$ cat src/rtl/rv32i_mem_arbiter_if.sv
// Bundle of fetch, load/store and memory-port signals seen by rv32i_mem_arbiter.
// slave  : the arbiter's view (requests and memory read data in, acks and memory port out).
// master : the surrounding core/memory view.
interface rv32i_mem_arbiter_if #(
    parameter int unsigned ADDR_W = 32,
    parameter int unsigned DATA_W = 32
);
    logic                  i_req;
    logic [ADDR_W-1:0]     i_addr;
    logic                  i_ack;
    logic [DATA_W-1:0]     i_rdata;

    logic                  d_req;
    logic                  d_we;
    logic [DATA_W/8-1:0]   d_be;
    logic [ADDR_W-1:0]     d_addr;
    logic [DATA_W-1:0]     d_wdata;
    logic                  d_ack;
    logic [DATA_W-1:0]     d_rdata;

    logic                  m_en;
    logic                  m_we;
    logic [DATA_W/8-1:0]   m_be;
    logic [ADDR_W-1:0]     m_addr;
    logic [DATA_W-1:0]     m_wdata;
    logic [DATA_W-1:0]     m_rdata;

    modport slave (
        input  i_req, i_addr, d_req, d_we, d_be, d_addr, d_wdata, m_rdata,
        output i_ack, i_rdata, d_ack, d_rdata, m_en, m_we, m_be, m_addr, m_wdata
    );

    modport master (
        output i_req, i_addr, d_req, d_we, d_be, d_addr, d_wdata, m_rdata,
        input  i_ack, i_rdata, d_ack, d_rdata, m_en, m_we, m_be, m_addr, m_wdata
    );
endinterface

$ cat src/rtl/rv32i_mem_arbiter.sv
// Arbiter sharing one single-port synchronous memory between instruction fetch and the LSU.
// One transaction at a time: IDLE -> ISSUE -> (WAIT x MEM_LAT) -> RESP, stores skip WAIT.
// Optional macro ARB_ROUND_ROBIN_EN: round-robin on contention; otherwise data beats fetch.
module rv32i_mem_arbiter #(
    parameter int unsigned ADDR_W  = 32,
    parameter int unsigned DATA_W  = 32,
    parameter int unsigned MEM_LAT = 1
) (
    input logic               clk,
    input logic               rst,
    rv32i_mem_arbiter_if.slave bus
);
    localparam int unsigned BE_W  = DATA_W / 8;
    localparam int unsigned CNT_W = 4;

    typedef enum logic [1:0] {
        StIdle,
        StIssue,
        StWait,
        StResp
    } state_e;

    state_e              state_q, state_d;
    logic [CNT_W-1:0]    cnt_q, cnt_d;
    logic                sel_data_q;   // current winner: 1 = data side, 0 = fetch side
    logic                m_we_q;
    logic [BE_W-1:0]     m_be_q;
    logic [ADDR_W-1:0]   m_addr_q;
    logic [DATA_W-1:0]   m_wdata_q;
    logic [DATA_W-1:0]   i_rdata_q;
    logic [DATA_W-1:0]   d_rdata_q;

    logic                grant;
    logic                grant_data;
    logic                capture;
    logic                mem_en;
    logic                fetch_ack;
    logic                data_ack;

`ifdef ARB_ROUND_ROBIN_EN
    logic                last_data_q;  // last grant went to the data side

    // Contention goes to the side that was not granted last.
    always_comb begin
        grant_data = bus.d_req & ~(bus.i_req & last_data_q);
    end

    // Round-robin pointer, starts at "data" so the first contention goes to fetch.
    always_ff @(posedge clk) begin
        if (rst) begin
            last_data_q <= 1'b1;
        end else if (grant) begin
            last_data_q <= grant_data;
        end
    end
`else
    // Fixed priority: data over fetch.
    always_comb begin
        grant_data = bus.d_req;
    end
`endif

    // Next-state logic and per-state strobes.
    always_comb begin
        state_d   = state_q;
        cnt_d     = cnt_q;
        grant     = 1'b0;
        capture   = 1'b0;
        mem_en    = 1'b0;
        fetch_ack = 1'b0;
        data_ack  = 1'b0;
        unique case (state_q)
            StIdle: begin
                if (bus.i_req || bus.d_req) begin
                    grant   = 1'b1;
                    state_d = StIssue;
                end
            end
            StIssue: begin
                mem_en = 1'b1;
                // m_we_q is only ever set by a data store grant.
                if (m_we_q) begin
                    state_d = StResp;
                end else begin
                    cnt_d   = CNT_W'(MEM_LAT);
                    state_d = StWait;
                end
            end
            StWait: begin
                if (cnt_q <= CNT_W'(1)) begin
                    cnt_d   = '0;
                    capture = 1'b1;
                    state_d = StResp;
                end else begin
                    cnt_d = cnt_q - CNT_W'(1);
                end
            end
            StResp: begin
                fetch_ack = ~sel_data_q;
                data_ack  = sel_data_q;
                state_d   = StIdle;
            end
            default: begin
                state_d = StIdle;
            end
        endcase
    end

    // FSM state and latency counter.
    always_ff @(posedge clk) begin
        if (rst) begin
            state_q <= StIdle;
            cnt_q   <= '0;
        end else begin
            state_q <= state_d;
            cnt_q   <= cnt_d;
        end
    end

    // Request fields latched at grant; read data captured when the latency expires.
    always_ff @(posedge clk) begin
        if (rst) begin
            sel_data_q <= 1'b0;
            m_we_q     <= 1'b0;
            m_be_q     <= '0;
            m_addr_q   <= '0;
            m_wdata_q  <= '0;
            i_rdata_q  <= '0;
            d_rdata_q  <= '0;
        end else begin
            if (grant) begin
                sel_data_q <= grant_data;
                if (grant_data) begin
                    m_we_q    <= bus.d_we;
                    m_be_q    <= bus.d_we ? bus.d_be : '1;
                    m_addr_q  <= bus.d_addr;
                    m_wdata_q <= bus.d_wdata;
                end else begin
                    m_we_q   <= 1'b0;
                    m_be_q   <= '1;
                    m_addr_q <= bus.i_addr;
                end
            end
            if (capture) begin
                if (sel_data_q) begin
                    d_rdata_q <= bus.m_rdata;
                end else begin
                    i_rdata_q <= bus.m_rdata;
                end
            end
        end
    end

    assign bus.m_en    = mem_en;
    assign bus.m_we    = m_we_q;
    assign bus.m_be    = m_be_q;
    assign bus.m_addr  = m_addr_q;
    assign bus.m_wdata = m_wdata_q;
    assign bus.i_ack   = fetch_ack;
    assign bus.d_ack   = data_ack;
    assign bus.i_rdata = i_rdata_q;
    assign bus.d_rdata = d_rdata_q;

endmodule

$ cat src/flat_wrapper.sv
// flat-port wrapper written by rule: the top's interface ports become plain ports
module rv32i_mem_arbiter_flat 
#(
    parameter int unsigned ADDR_W  = 32,
    parameter int unsigned DATA_W  = 32,
    parameter int unsigned MEM_LAT = 1
)
  (clk, rst, bus_i_req, bus_i_addr, bus_d_req, bus_d_we, bus_d_be, bus_d_addr, bus_d_wdata, bus_m_rdata, bus_i_ack, bus_i_rdata, bus_d_ack, bus_d_rdata, bus_m_en, bus_m_we, bus_m_be, bus_m_addr, bus_m_wdata);
  rv32i_mem_arbiter_if #(.ADDR_W(ADDR_W), .DATA_W(DATA_W)) bus_i ();
  input logic clk;
  input logic rst;
  input wire logic [$bits(bus_i.i_req)-1:0] bus_i_req;
  input wire logic [$bits(bus_i.i_addr)-1:0] bus_i_addr;
  input wire logic [$bits(bus_i.d_req)-1:0] bus_d_req;
  input wire logic [$bits(bus_i.d_we)-1:0] bus_d_we;
  input wire logic [$bits(bus_i.d_be)-1:0] bus_d_be;
  input wire logic [$bits(bus_i.d_addr)-1:0] bus_d_addr;
  input wire logic [$bits(bus_i.d_wdata)-1:0] bus_d_wdata;
  input wire logic [$bits(bus_i.m_rdata)-1:0] bus_m_rdata;
  output wire logic [$bits(bus_i.i_ack)-1:0] bus_i_ack;
  output wire logic [$bits(bus_i.i_rdata)-1:0] bus_i_rdata;
  output wire logic [$bits(bus_i.d_ack)-1:0] bus_d_ack;
  output wire logic [$bits(bus_i.d_rdata)-1:0] bus_d_rdata;
  output wire logic [$bits(bus_i.m_en)-1:0] bus_m_en;
  output wire logic [$bits(bus_i.m_we)-1:0] bus_m_we;
  output wire logic [$bits(bus_i.m_be)-1:0] bus_m_be;
  output wire logic [$bits(bus_i.m_addr)-1:0] bus_m_addr;
  output wire logic [$bits(bus_i.m_wdata)-1:0] bus_m_wdata;
  assign bus_i.i_req = bus_i_req;
  assign bus_i.i_addr = bus_i_addr;
  assign bus_i.d_req = bus_d_req;
  assign bus_i.d_we = bus_d_we;
  assign bus_i.d_be = bus_d_be;
  assign bus_i.d_addr = bus_d_addr;
  assign bus_i.d_wdata = bus_d_wdata;
  assign bus_i.m_rdata = bus_m_rdata;
  assign bus_i_ack = bus_i.i_ack;
  assign bus_i_rdata = bus_i.i_rdata;
  assign bus_d_ack = bus_i.d_ack;
  assign bus_d_rdata = bus_i.d_rdata;
  assign bus_m_en = bus_i.m_en;
  assign bus_m_we = bus_i.m_we;
  assign bus_m_be = bus_i.m_be;
  assign bus_m_addr = bus_i.m_addr;
  assign bus_m_wdata = bus_i.m_wdata;
  rv32i_mem_arbiter #(.ADDR_W(ADDR_W), .DATA_W(DATA_W), .MEM_LAT(MEM_LAT)) u_core (.clk(clk), .rst(rst), .bus(bus_i));
endmodule
$ cat config.mk
export PLATFORM = sky130hd
export DESIGN_NAME = rv32i_mem_arbiter_flat
export DESIGN_NICKNAME = d
export VERILOG_FILES = /design/src/rtl/rv32i_mem_arbiter_if.sv /design/src/rtl/rv32i_mem_arbiter.sv /design/src/flat_wrapper.sv
export SDC_FILE = /design/constraint.sdc
export NUM_CORES = 1
export LEC_CHECK = 0
export ABC_CLOCK_PERIOD_IN_PS = 2300
export CAP_MARGIN = 5
export CORE_AREA = 2 2 128 130
export DETAILED_ROUTE_END_ITERATION = 7
export DIE_AREA = 0 0 130 132
export PLACE_DENSITY = 0.71
export SLEW_MARGIN = 25
export SYNTH_ARGS = -nofsm -noshare
export SYNTH_HDL_FRONTEND = slang
export SYNTH_SLANG_ARGS = --single-unit
$ cat constraint.sdc
create_clock -name clk -period 2.3 [get_ports clk]
set_clock_uncertainty 0.15 [all_clocks]
set_input_delay 0.345 -clock clk [delete_from_list [all_inputs] [get_ports clk]]
set_output_delay 0.345 -clock clk [all_outputs]
set_load 0.05 [all_outputs]
==> results of run 1 <==
## area by class of cell
cell class                      count  area (sq um)
Timing Repair Buffer              285          2890
Clock inverter                     13           165
Tap cell                          216           270
Multi-Input combinational cell    448          2340
Inverter                            5          18.8
Clock buffer                       19           453
Sequential cell                   140          2800
Fill cell                        1465          6770
## flip-flops by register name, summed over array words and instances (netlist names)
register,count
u_core.bus.m_be,4
u_core.bus.i_rdata,32
u_core.cnt_q,4
u_core.bus.m_addr,32
u_core.bus.m_wdata,32
u_core.state_q,2
u_core.bus.d_rdata,32
u_core.sel_data_q,1
u_core.bus.m_we,1
## Yosys cell counts, types with 4 or more instances
cell,instances
nand2_1,198
clkbuf_1,19
a21oi_1,101
buf_2,19
dfxtp_1,140
nor2_1,41
inv_1,5
a211oi_1,33
buf_6,5
mux2i_1,32
ha_1,7
o22ai_1,4
## cells by family (layout without fill, tap and decap cells)
| family | after synthesis | after routing | share of synthesized area (%) |
|---|---|---|---|
| and+or+nand+nor | 258 | 258 | 19.3 |
| AOI/OAI and AO/OA | 151 | 151 | 16.3 |
| muxes | 32 | 32 | 5.92 |
| adders and majority gates | 7 | 7 | 1.62 |
| buffers and inverters | 53 | 322 | 5.02 |
| DFF | 140 | 140 | 51.8 |
## metal layers
metal / vias up / track usage [%]
met5: - / 0
met4: 0 / 5.50
met3: 14 / 7.67
met2: 198 / 31.6
met1: 2396 / 22.1
li1: 2658 / -
## worst paths after layout
path / startpoint / endpoint / slack [ps]
setup reg to reg: u_core.state_q[0] / u_core.bus.i_rdata[22] / 370
hold / removal: rst / u_core.bus.m_be[0] / 250
hold reg to reg: u_core.bus.d_rdata[0] / u_core.bus.d_rdata[0] / 300
setup / recovery: u_core.bus.m_addr[6] / bus_m_addr[6] / 190
## cells in the final DEF, fill, tap and decap left out, drive strengths merged, types with 2 or more instances in the layout
cell type      Yosys  final
a211o              2      2
a211oi            33     33
a21oi            101    101
a31oi              2      2
and2               3      3
and3               2      2
buf               29     19
bufinv             0      3
clkbuf            19     19
clkdlybuf4s50      0    266
clkinv             0      5
clkinvlp           0      4
dfxtp            140    140
ha                 7      7
inv                5      6
mux2i             32     32
nand2            198    198
nand2b             4      4
nand4b             2      2
nor2              41     41
nor2b              3      3
o21ai              3      3
o22ai              4      4
## stage by stage
stage | util (%) | cell area [sq um] | hold WS, ps
after global placement | 53.0 | 8320 | 291
after global routing | 56.9 | 8940 | 255
after detailed placement | 53.0 | 8320 | 297
after floorplan | - | 5410 | 302
after CTS | 56.9 | 8940 | 246
final | 56.9 | 8940 | 250
## worst reg2reg max path, cell delays in order (launching register included)
cell and delay (ps):
dfxtp_1 340, inv_1 130, ha_1 330, nand2b_2 120, nor4_4 270, buf_12 230, nand2_1 110, a21oi_1 160
## power by group
part	total, W	switching, W	internal [W]
Clock	0.00283	0.00106	0.00177
Combinational	0.00437	0.00284	0.00153
Sequential	0.00316	0.000265	0.00289
==> impl_results.md, run 1 <==
* Status: finished clean
* Yosys synthesis warning count at 0
* EDFF count, synth at 0
* RSZ-0062 raised after global routing: no
* Top layer reached by signal wires: met4
* CP Max Fanout at 2
* Startpoint types: flop
* Avg Cell Area, Syn at 8.43 sq um
* Leading area contributor after synthesis: dfxtp_1
* CP arrival at 1610 ps
* TritonCTS clock tree: done
* First drt pass iteration count at 4
* Metal-1 WL at 6.73 mm
* Syn-to-layout area delta at 65.4%
* Layout Cells excl Fill at 1126
* Setup CP Type: flop to primary output
* Routability-driven placement congestion ratio at 0.809
* Largest net degree at the start of global routing at 69
* Post-synth ARST share at 0%
* Clk_lat worst skew at 410 ps
* Setup WS post-layout at 192 ps
* Power density cells at 1160 nW/um^2
* Clock Sinks at 140
* Initial antenna violation count at 0
* Power Total at 0.0104 W
* Final worst path period share at 91.7%
* Core area at 15700 sq um
* Setup bufs post-CTS at 0
* Horiz. Die Dim at 130 um
* Iter 0 DRT Violations at 199
* Reg clk slew, reported paths at 60 ps
* Worst slack at placement at 345 ps
* Post-Syn Area at 5410 sq um
* WL met3 at 1.42 mm
* # diodes at 0
* Crit path required time at 1800 ps
* Least-Margin Pin Slew at 581 ps
* CTS H-tree lvls at 4
* Sequential area share after synthesis at 51.8%
* Initial Util at 34.4%
* Max Cap Viol at 0
* Die area at 17200 sq um
* Synth area leaders: dfxtp_1 (52%), nand2_1 (14%), a21oi_1 (9.3%), mux2i_1 (5.9%), a211oi_1 (4.6%)
* Worst path bufs/invs at 1
* WL per Instance at 14.5 um
* Pleak at 3.27 nW
* Via/cell ratio at 4.68
* Slowest CP cell: clkdlybuf4s50_1
* Io pins at 273
* Worst-case reg-to-reg path depth at 7
* TritonCTS buffer count at 17
* IO buf count at 272
* Area share of the largest cell type after synthesis at 51.8%
* Fin nets at 1041
* First-pass GRT wire length at 25.6 mm
* Clk buf depth at 2
* Worst slew margin at 61.2%
* Congestion Overflow GR at 0
* DP HPWL at 11.7 mm
* Die Y at 132 um
* DR vias at 5266
* Dominant synthesized flop cell: dfxtp_1
* Final setup fails at 0
* Std cell rows at 46
* Final Hold Fails at 0
* WL met2 at 7.91 mm
* DRC at 0
* Final Max Slew Viols at 0
* Root buf cell: clkbuf_16
* WL final at 16.3 mm
* # hold bufs at CTS at 0
* Critical path's top delay family: buffers and inverters
* Crit. End Element: primary output
* Placed cell count at 1094
* Yosys cell types at 34
* F_max at 0.474 GHz
* Vias in the first global route at 5001
* Worst Hold Class: input port to flop
* Stages on worst setup path at 1
* Synthesized instance count at 641
* Worst path cell trace: clkdlybuf4s50_1
* Period minus WS final at 2110 ps
* Final setup TNS at 0 ps
* Critical Path Max Stage Delay at 840 ps
* Hold Crit Depth at 2
* Final ANT Viol Nets at 0
* Post-CTS sizing at 0
* All-Layer GR Usage at 18.9%
* Worst vdd ir at 0.000714 V
* Yosys reg bits at 140
* Layout cell share with drive strength beyond 1 at 6.15%
* Syn Nets at 785
(Power assumes the default switching activity.)
==> run 2, diff against run 1 <==
--- a/config.mk
+++ b/config.mk
@@ -7,10 +7,10 @@
 export LEC_CHECK = 0
 export ABC_CLOCK_PERIOD_IN_PS = 2300
 export CAP_MARGIN = 5
-export CORE_AREA = 2 2 128 130
+export CORE_AREA = 2 2 115 144
 export DETAILED_ROUTE_END_ITERATION = 7
-export DIE_AREA = 0 0 130 132
-export PLACE_DENSITY = 0.71
+export DIE_AREA = 0 0 117 146
+export PLACE_DENSITY = 0.72
 export SLEW_MARGIN = 25
 export SYNTH_ARGS = -nofsm -noshare
 export SYNTH_HDL_FRONTEND = slang
==> impl_results.md, run 2 (same netlist as run 1, synthesis figures left out) <==
* Largest net degree at the start of global routing at 69
* Stages on worst setup path at 1
* Setup WS post-layout at 219 ps
* Max Cap Viol at 0
* Crit path required time at 1800 ps
* WL per Instance at 14.0 um
* Layout cell share with drive strength beyond 1 at 5.51%
* Clk buf depth at 2
* Pleak at 3.26 nW
* Startpoint types: flop
* TritonCTS buffer count at 17
* Core area at 15600 sq um
* Vias in the first global route at 4956
* Placed Instance Area at 8310 sq um
* Iter 0 DRT Violations at 350
* Final Hold Fails at 0
* TritonCTS clock tree: done
* Io pins at 273
* Setup bufs post-CTS at 0
* RSZ-0062 raised after global routing: no
* Clk_lat worst skew at 410 ps
* Setup CP Type: flop to primary output
* First drt pass iteration count at 4
* Worst Hold Class: input port to flop
* Die area at 17100 sq um
* CP Max Fanout at 2
* Power density cells at 1160 nW/um^2
* Worst path bufs/invs at 1
* Power Total at 0.0104 W
* CP arrival at 1590 ps
* Area of the multi-input gates at 2340 sq um
* # diodes at 0
* Fill count at 1428
* First-pass GRT wire length at 24.8 mm
* Worst path cell trace: clkdlybuf4s50_1
* Final setup fails at 0
* Worst slew margin at 63.7%
* Clock Sinks at 140
* Via/cell ratio at 4.63
* Reg clk slew, reported paths at 60 ps
* F_max at 0.480 GHz
* DRC at 0
* Critical Path Max Stage Delay at 820 ps
* Congestion Overflow GR at 0
* Hold Crit Depth at 4
* DR vias at 5182
* Post-CTS sizing at 0
* Crit. End Element: primary output
* Final worst path period share at 90.5%
* Syn-to-layout area delta at 65.1%
* # hold bufs at CTS at 0
* Most common cell after layout, fill and taps aside: clkdlybuf4s50_1
* Root buf cell: clkbuf_16
* Initial Util at 34.6%
* Final Max Slew Viols at 0
* Worst-case reg-to-reg path depth at 7
* Die Y at 146 um
* Worst slack at placement at 413 ps
* All-Layer GR Usage at 18.5%
* Routability-driven placement congestion ratio at 0.809
* Critical path's top delay family: buffers and inverters
* CTS H-tree lvls at 4
* Slowest CP cell: clkdlybuf4s50_1
* Worst vdd ir at 0.000660 V
* Fin nets at 1040
* Final ANT Viol Nets at 0
* Reg area at 2800 sq um
* Least-Margin Pin Slew at 543 ps
* DP HPWL at 11.3 mm
* Initial antenna violation count at 0
* Final setup TNS at 0 ps
* Status: finished clean
* WL final at 15.6 mm
* IO buf count at 272
* Period minus WS final at 2080 ps
* Std cell rows at 51
* Design area at 8920 sq um
* Most frequent cells in the layout: clkdlybuf4s50_1 (266), nand2_1 (198), dfxtp_1 (140)
* Horiz. Die Dim at 117 um
## run 2: changes by cell type in the layout (fill, tap and decap cells not counted)
| cell | before | now |
|---|---|---|
| clkbuf_1 | 0 | 4 |
| clkbuf_8 | 2 | 5 |
| clkinv_4 | 3 | 0 |
| buf_4 | 11 | 10 |
| clkinv_2 | 2 | 0 |
| inv_6 | 1 | 0 |
| clkinvlp_4 | 4 | 2 |
## run 2: cell type report
cell class | instances | share of cell area (%)
multi-input combinational | 448 | 26.2
sequential | 140 | 31.4
timing repair buffer | 284 | 32.3
clock inverter | 5 | 1.18
tap | 212 | 2.97
inverter | 5 | 0.210
clock buffer | 26 | 5.71
## run 2: worst paths after layout
check,startpoint,to,slack (ps)
worst max-delay path,u_core.bus.m_addr[6],bus_m_addr[6],220
worst min register to register,u_core.bus.m_wdata[19],u_core.bus.m_wdata[19],300
worst max register to register,u_core.state_q[0],u_core.bus.d_rdata[0],420
worst min-delay path,bus_d_req,u_core.bus.m_we,230
## run 2: power breakdown
group | switching, W | leakage, nW | internal (W)
registers | 0.000261 | 1.14 | 0.00290
clock network | 0.000971 | 0.293 | 0.00185
logic | 0.00283 | 1.83 | 0.00154
total | 0.00407 | 3.26 | 0.00628
## run 2: routing by layer
layer	routed length, um	up-vias	track usage [%]
met5	0	-	0
li1	-	2660	-
met4	357	0	7.24
met3	1320	24	7.08
met1	6070	2303	20.4
met2	7890	195	31.5
## run 2: metrics by stage
step                instances  hold WS [ps]  util [%]
CTS                      1120           198      57.1
global route             1120           244      57.1
floorplan                 641           302         -
detailed placement       1089           296      53.1
finish                   1120           229      57.1
global placement         1089           291      53.1
